<file path="src/rtl/hash_arbiter_if.sv">
// hash_arbiter_if: client-side job streams and core-side strobes of the two-client hash arbiter.
interface hash_arbiter_if;
    logic [1:0]  req;
    logic [1:0]  gnt;
    logic [1:0]  in_valid;
    logic [15:0] in_data;
    logic [1:0]  in_ready;
    logic        out_valid;
    logic [7:0]  out_data;
    logic        out_ready;
    logic [1:0]  done;
    logic        err;
    logic        core_rst_n;
    logic        core_input;
    logic [7:0]  core_msg;
    logic        core_start;
    logic        core_out;
    logic        core_ready;
    logic [7:0]  core_digest;

    modport slave (
        input  req, in_valid, in_data, out_ready, core_ready, core_digest,
        output gnt, in_ready, out_valid, out_data, done, err,
               core_rst_n, core_input, core_msg, core_start, core_out
    );

    modport master (
        output req, in_valid, in_data, out_ready, core_ready, core_digest,
        input  gnt, in_ready, out_valid, out_data, done, err,
               core_rst_n, core_input, core_msg, core_start, core_out
    );
endinterface

</file>
<file path="src/rtl/hash_arbiter.sv">
// hash_arbiter: round-robin sharing of one byte-serial hash core between two clients,
// one job (message load, hash, digest readout) at a time.
module hash_arbiter #(
    parameter int MSG_BYTES = 64,
    parameter int DIG_BYTES = 32,
    parameter int TIMEOUT   = 4096
) (
    input logic           clk,
    input logic           rst,
    hash_arbiter_if.slave bus
);
    localparam int BW = $clog2(MSG_BYTES + 1);
    localparam int DW = $clog2(DIG_BYTES + 1);
    localparam int WW = $clog2(TIMEOUT + 1);
    localparam logic [BW-1:0] LAST_B = BW'(MSG_BYTES - 1);
    localparam logic [DW-1:0] LAST_D = DW'(DIG_BYTES - 1);
    localparam logic [WW-1:0] LAST_W = WW'(TIMEOUT - 1);

    typedef enum logic [3:0] {IDLE, CLEAR, LOAD, START, WAIT, RDREQ, RDCAP, HOLD, DONE} state_t;

    state_t        r_state;
    logic [1:0]    r_gnt, r_in_ready, r_done;
    logic          r_out_valid, r_err, r_core_rst_n, r_core_start, r_core_out, r_rr_next;
    logic [7:0]    r_out_data;
    logic [BW-1:0] r_bytes;
    logic [DW-1:0] r_digs;
    logic [WW-1:0] r_wait;
    logic          w_win, w_xfer;

    // r_rr_next is the client that wins when both request
    assign w_win  = (bus.req == 2'b11) ? r_rr_next : bus.req[1];
    assign w_xfer = |(bus.in_valid & r_in_ready);

    assign bus.gnt        = r_gnt;
    assign bus.in_ready   = r_in_ready;
    assign bus.out_valid  = r_out_valid;
    assign bus.out_data   = r_out_data;
    assign bus.done       = r_done;
    assign bus.err        = r_err;
    assign bus.core_rst_n = r_core_rst_n;
    assign bus.core_start = r_core_start;
    assign bus.core_out   = r_core_out;
    assign bus.core_input = w_xfer;
    assign bus.core_msg   = w_xfer ? (r_gnt[1] ? bus.in_data[15:8] : bus.in_data[7:0]) : 8'h00;

    always_ff @(posedge clk or posedge rst) begin
        if (rst) begin
            r_state      <= IDLE;
            r_gnt        <= '0;
            r_in_ready   <= '0;
            r_done       <= '0;
            r_out_valid  <= 1'b0;
            r_out_data   <= '0;
            r_err        <= 1'b0;
            r_core_rst_n <= 1'b0;
            r_core_start <= 1'b0;
            r_core_out   <= 1'b0;
            r_rr_next    <= 1'b0;
            r_bytes      <= '0;
            r_digs       <= '0;
            r_wait       <= '0;
        end else begin
            r_core_rst_n <= 1'b1;
            r_core_start <= 1'b0;
            r_core_out   <= 1'b0;
            r_done       <= '0;
            r_err        <= 1'b0;
            case (r_state)
                IDLE: if (|bus.req) begin
                    r_gnt        <= w_win ? 2'b10 : 2'b01;
                    r_core_rst_n <= 1'b0;
                    r_bytes      <= '0;
                    r_digs       <= '0;
                    r_wait       <= '0;
                    r_state      <= CLEAR;
                end
                CLEAR: begin
                    r_in_ready <= r_gnt;
                    r_state    <= LOAD;
                end
                // a completing transfer wins over a simultaneous request drop
                LOAD: if (w_xfer && r_bytes == LAST_B) begin
                    r_bytes      <= r_bytes + 1'b1;
                    r_in_ready   <= '0;
                    r_core_start <= 1'b1;
                    r_state      <= START;
                end else if (!(|(bus.req & r_gnt))) begin
                    r_in_ready <= '0;
                    r_done     <= r_gnt;
                    r_err      <= 1'b1;
                    r_state    <= DONE;
                end else if (w_xfer) begin
                    r_bytes <= r_bytes + 1'b1;
                end
                START: r_state <= WAIT;
                WAIT: begin
                    r_wait <= r_wait + 1'b1;
                    if (bus.core_ready) begin
                        r_core_out <= 1'b1;
                        r_state    <= RDREQ;
                    end else if (r_wait == LAST_W) begin
                        r_done  <= r_gnt;
                        r_err   <= 1'b1;
                        r_state <= DONE;
                    end
                end
                RDREQ: r_state <= RDCAP;
                RDCAP: begin
                    r_out_data  <= bus.core_digest;
                    r_out_valid <= 1'b1;
                    r_state     <= HOLD;
                end
                HOLD: if (bus.out_ready) begin
                    r_out_valid <= 1'b0;
                    r_digs      <= r_digs + 1'b1;
                    if (r_digs == LAST_D) begin
                        r_done  <= r_gnt;
                        r_state <= DONE;
                    end else begin
                        r_core_out <= 1'b1;
                        r_state    <= RDREQ;
                    end
                end
                DONE: begin
                    r_rr_next <= ~r_gnt[1];
                    r_gnt     <= '0;
                    r_state   <= IDLE;
                end
                default: r_state <= IDLE;
            endcase
        end
    end
endmodule

</file>
<file path="src/flat_wrapper.sv">
// flat-port wrapper written by rule: the top's interface ports become plain ports
module hash_arbiter_flat 
#(
    parameter int MSG_BYTES = 64,
    parameter int DIG_BYTES = 32,
    parameter int TIMEOUT   = 4096
)
  (clk, rst, bus_req, bus_in_valid, bus_in_data, bus_out_ready, bus_core_ready, bus_core_digest, bus_gnt, bus_in_ready, bus_out_valid, bus_out_data, bus_done, bus_err, bus_core_rst_n, bus_core_input, bus_core_msg, bus_core_start, bus_core_out);
  hash_arbiter_if bus_i ();
  input logic clk;
  input logic rst;
  input wire logic [$bits(bus_i.req)-1:0] bus_req;
  input wire logic [$bits(bus_i.in_valid)-1:0] bus_in_valid;
  input wire logic [$bits(bus_i.in_data)-1:0] bus_in_data;
  input wire logic [$bits(bus_i.out_ready)-1:0] bus_out_ready;
  input wire logic [$bits(bus_i.core_ready)-1:0] bus_core_ready;
  input wire logic [$bits(bus_i.core_digest)-1:0] bus_core_digest;
  output wire logic [$bits(bus_i.gnt)-1:0] bus_gnt;
  output wire logic [$bits(bus_i.in_ready)-1:0] bus_in_ready;
  output wire logic [$bits(bus_i.out_valid)-1:0] bus_out_valid;
  output wire logic [$bits(bus_i.out_data)-1:0] bus_out_data;
  output wire logic [$bits(bus_i.done)-1:0] bus_done;
  output wire logic [$bits(bus_i.err)-1:0] bus_err;
  output wire logic [$bits(bus_i.core_rst_n)-1:0] bus_core_rst_n;
  output wire logic [$bits(bus_i.core_input)-1:0] bus_core_input;
  output wire logic [$bits(bus_i.core_msg)-1:0] bus_core_msg;
  output wire logic [$bits(bus_i.core_start)-1:0] bus_core_start;
  output wire logic [$bits(bus_i.core_out)-1:0] bus_core_out;
  assign bus_i.req = bus_req;
  assign bus_i.in_valid = bus_in_valid;
  assign bus_i.in_data = bus_in_data;
  assign bus_i.out_ready = bus_out_ready;
  assign bus_i.core_ready = bus_core_ready;
  assign bus_i.core_digest = bus_core_digest;
  assign bus_gnt = bus_i.gnt;
  assign bus_in_ready = bus_i.in_ready;
  assign bus_out_valid = bus_i.out_valid;
  assign bus_out_data = bus_i.out_data;
  assign bus_done = bus_i.done;
  assign bus_err = bus_i.err;
  assign bus_core_rst_n = bus_i.core_rst_n;
  assign bus_core_input = bus_i.core_input;
  assign bus_core_msg = bus_i.core_msg;
  assign bus_core_start = bus_i.core_start;
  assign bus_core_out = bus_i.core_out;
  hash_arbiter #(.MSG_BYTES(MSG_BYTES), .DIG_BYTES(DIG_BYTES), .TIMEOUT(TIMEOUT)) u_core (.clk(clk), .rst(rst), .bus(bus_i));
endmodule
</file>
<file path="config.mk">
export PLATFORM = sky130hd
export DESIGN_NAME = hash_arbiter_flat
export DESIGN_NICKNAME = d
export VERILOG_FILES = /design/src/rtl/hash_arbiter_if.sv /design/src/rtl/hash_arbiter.sv /design/src/flat_wrapper.sv
export SDC_FILE = /design/constraint.sdc
export NUM_CORES = 1
export LEC_CHECK = 0
export CORE_MARGIN = 2
export CORE_UTILIZATION = 30
export CTS_CLUSTER_SIZE = 8
export DETAILED_ROUTE_END_ITERATION = 12
export GPL_TIMING_DRIVEN = 0
export PLACE_DENSITY_LB_ADDON = 0.08
export SLEW_MARGIN = 20
export SYNTH_ARGS = -nofsm -noshare
export SYNTH_HDL_FRONTEND = slang
export SYNTH_SLANG_ARGS = --single-unit
export TNS_END_PERCENT = 5
</file>
<file path="constraint.sdc">
create_clock -name clk -period 1.9 [get_ports clk]
set_input_delay 0.38 -clock clk [delete_from_list [all_inputs] [get_ports clk]]
set_output_delay 0.38 -clock clk [all_outputs]
set_load 0.02 [all_outputs]
</file>
==> out/qor.yml <==
result_of_the_run: "finished, final reports clean"
ys_dominant_reg_cell: "sky130_fd_sc_hd__dfrtp_1"
final-setup-viol-count: 0
report.final.hold_viol_count: 0
clock-sinks: 50
async_reset_ff_share_pct: 100.0
final_area_sq_um: 3705
synth_top_cell_area_share_pct: 45.79
die_y_microns: 99.44
grt_first_pass_wirelength_microns: 11250
detail_route.drc_violations: 0
p_per_area_nw_per_um2: 1230
area_growth_syn_to_layout_pct: 35.58
post_synthesis_register_bit_count: 50
tritoncts: "yes"
cp_data_arrival_time_ns: 1.51
clock_skew_ns: 0.007199
vias_per_cell: 5.295
critical_path_peak_fanout: 10
dpl_cell_area_sq_um: 3461
required_ns: 1.52
route.detailed.wl_per_inst_microns: 14.75
yosysUniqueCellTypes: 59
area_inside_the_core_boundary_sq_um: 8763
cts_made_buffers: 5
clockBufferDepth: 2
path_buf_inv: 3
worst_setup_path_end_kind: "output pin"
yosysTopAreaCell: "sky130_fd_sc_hd__dfrtp_1"
slew_headroom_pct: 57.48
synth_enable_flop_cells: 0
initial_core_util_pct: 31.18
postSynthCellCount: 271
whs_path_depth: 1
grt_setup_unrepaired: "yes"
crit_path_top_delay_cell: "sky130_fd_sc_hd__clkdlybuf4s50_1"
fp.dieW_microns: 99.44
clock-root-buffer: "sky130_fd_sc_hd__clkbuf_8"
maxClockFrequency_ghz: 0.5302
worst_setup_hold_path_clk_slew_ns: 0.09
netlist_area_sq_um: 2733
critical_path_cell_count: 5
timing.hold.worst.class: "flip-flop to flip-flop"
gpl.final_weighted_congestion: 0.8089
synthesis.nets: 306
critPathLaunchType: "primary input"
synth_sequential_area_ratio_pct: 45.79
ratio_of_cells_with_drive_above_1_in_the_final_layout_pct: 18.37
post_synth.cell_area_avg_sq_um: 10.08
finalCriticalPeriod_ns: 1.886
dp_worst_setup_slack_ns: -0.7894
finalNetCount: 377
number_of_antenna_violations_at_the_first_check_in_global_routing: 0
dr_wl_met2_microns: 3178
worstSkewPairLatency_ns: 0.31
fp.dieArea_sq_um: 9888
grt_pass1_vias: 2383
n_antenna_cell: 0
via_count: 2388
grt_residual_overflow: 0
drt-met1-wl_microns: 3109
synthesis.yosys.warnings: 0
htree_levels: 2
critPathMaxStageDelay_ns: 0.41
power.leakage_nw: 1.521
top_signal_layer_used: "met4"
grtUsageTotal_pct: 13.81
met3RoutedLength_microns: 310
timing_worst_slew_pin_value_ns: 0.6378
fillerInstances: 863
critical_path_cell_sequence: "clkdlybuf4s50_1, a22oi_2, clkbuf_8, nor2_1, clkdlybuf4s15_2"
detail_route.first_pass.iterations: 4
reported_max_cap_violation_count: 0
hpwl_microns: 4691
critical-path-top-delay-family: "buffers and inverters"
synth_top_cells_by_count: "sky130_fd_sc_hd__dfrtp_1, sky130_fd_sc_hd__nand2_1, sky130_fd_sc_hd__nor2_1"
post_route_clock_period_utilization_pct: 99.26
drv_slew: 0
pin_count: 60
worstSetupPathType: "primary input to output pin"
rows: 34
drt_first_iter_violations: 58
synth_area_leaders: "sky130_fd_sc_hd__dfrtp_1, sky130_fd_sc_hd__mux2i_1, sky130_fd_sc_hd__mux2_2"
placement.io_buffers: 59
reg2regPathDepth: 5
holdWs_ns: 0.4917
leading_cell_type_by_number_of_instances_after_synthesis: "sky130_fd_sc_hd__dfrtp_1"
peakVddDrop_mv: 0.5608
ant_nets: 0
pin_count_of_the_biggest_net_entering_global_routing: 51
post_route_setup_slack_ns: 0.01402
drt-total-wl_microns: 6653
-- metal layers --
| layer | GRT usage [%] | up-vias |
|---|---|---|
| met3 | 2.670 | 5 |
| met5 | 0 | - |
| met4 | 3.161 | 0 |
| li1 | - | 1160 |
| met1 | 18.20 | 1164 |
| met2 | 23.54 | 59 |
-- placed cells by master, fill, tap and decap left out, drive strengths merged, types with 8 or more instances in the layout --
| master | n |
|---|---|
| inv | 9 |
| o21ai | 18 |
| nand2 | 23 |
| dfrtp | 50 |
| nor2 | 22 |
| buf | 11 |
| clkdlybuf4s50 | 50 |
| mux2 | 9 |
| clkdlybuf4s15 | 8 |
| clkbuf | 12 |
| nand3 | 16 |
| mux2i | 11 |
| a21oi | 11 |
-- cell families after synthesis --
| group | synth area share [%] |
|---|---|
| AND/OR/NAND/NOR | 22.53 |
| AO/OA/AOI/OAI | 18.45 |
| flip-flops | 45.79 |
| buffers and inverters | 3.800 |
| multiplexers | 7.738 |
| adder cells (fa/ha/maj) | 1.374 |
| XOR/XNOR | 0.3206 |
-- worst register-to-register path: stages, from the launching register on --
cell	delay (ns)
sky130_fd_sc_hd__dfrtp_1	0.44
sky130_fd_sc_hd__buf_6	0.18
sky130_fd_sc_hd__or4b_4	0.54
sky130_fd_sc_hd__nor4_4	0.38
sky130_fd_sc_hd__a221oi_1	0.10
sky130_fd_sc_hd__a21oi_1	0.16
-- worst paths after layout --
path / end / slack, ns / from
max reg2reg: u_core.r_state[0] / 0.01 / u_core.r_state[3]
max: bus_core_msg[7] / 0.01 / bus_in_valid[0]
min: u_core.bus.out_valid / 0.49 / u_core.bus.out_valid
max in group asynchronous: u_core.r_state[2] / 0.93 / rst
min reg2reg: u_core.bus.out_valid / 0.49 / u_core.bus.out_valid
min in group asynchronous: u_core.r_wait[5] / 0.51 / rst
-- registers in the layout (all words and copies together) (netlist names) --
signal / flops
u_core.bus.core_out: 1
u_core.bus.core_rst_n: 1
u_core.bus.core_start: 1
u_core.bus.done: 2
u_core.bus.err: 1
u_core.bus.gnt: 2
u_core.bus.in_ready: 2
u_core.bus.out_data: 8
u_core.bus.out_valid: 1
u_core.r_bytes: 7
u_core.r_digs: 6
u_core.r_rr_next: 1
u_core.r_state: 4
u_core.r_wait: 13
-- final cells by class --
| class | instances | area (sq um) | area share (%) |
|---|---|---|---|
| flip-flops and latches | 50 | 1254 | 33.84 |
| clock buffers | 6 | 72.57 | 1.959 |
| clock inverters | 2 | 37.54 | 1.013 |
| multi-input cells | 201 | 1446 | 39.04 |
| plain buffers | 11 | 87.58 | 2.364 |
| well taps | 108 | 135.1 | 3.647 |
| inverters | 9 | 38.79 | 1.047 |
| repair buffers | 64 | 633.1 | 17.09 |
-- timing repair --
action,CTS,global route
buffers inserted,4,1
endpoints found under the setup margin,34,33
resized for setup,42,9
hold buffers,0,0
pin swaps,4,2
-- power breakdown --
part / switching [mW] / internal [mW] / total (mW)
sequential: 0.178 / 1.30 / 1.47
clock: 0.383 / 0.394 / 0.777
combinational: 1.25 / 1.05 / 2.31
total: 1.81 / 2.74 / 4.56
-- per-stage QoR --
stage          TNS (ns)  std cells  utilization, %  power (mW)
4_1_cts        -0.07416        450           41.89       4.567
3_3_place_gp     -51.79        438           39.46       3.649
3_5_place_dp     -11.99        438           39.49       3.647
2_1_floorplan         0        271               -       2.859
5_1_grt         -0.3384        451           42.28       4.854
6_report              0        451           42.28       4.555
Power figures use the tool's default switching activity.
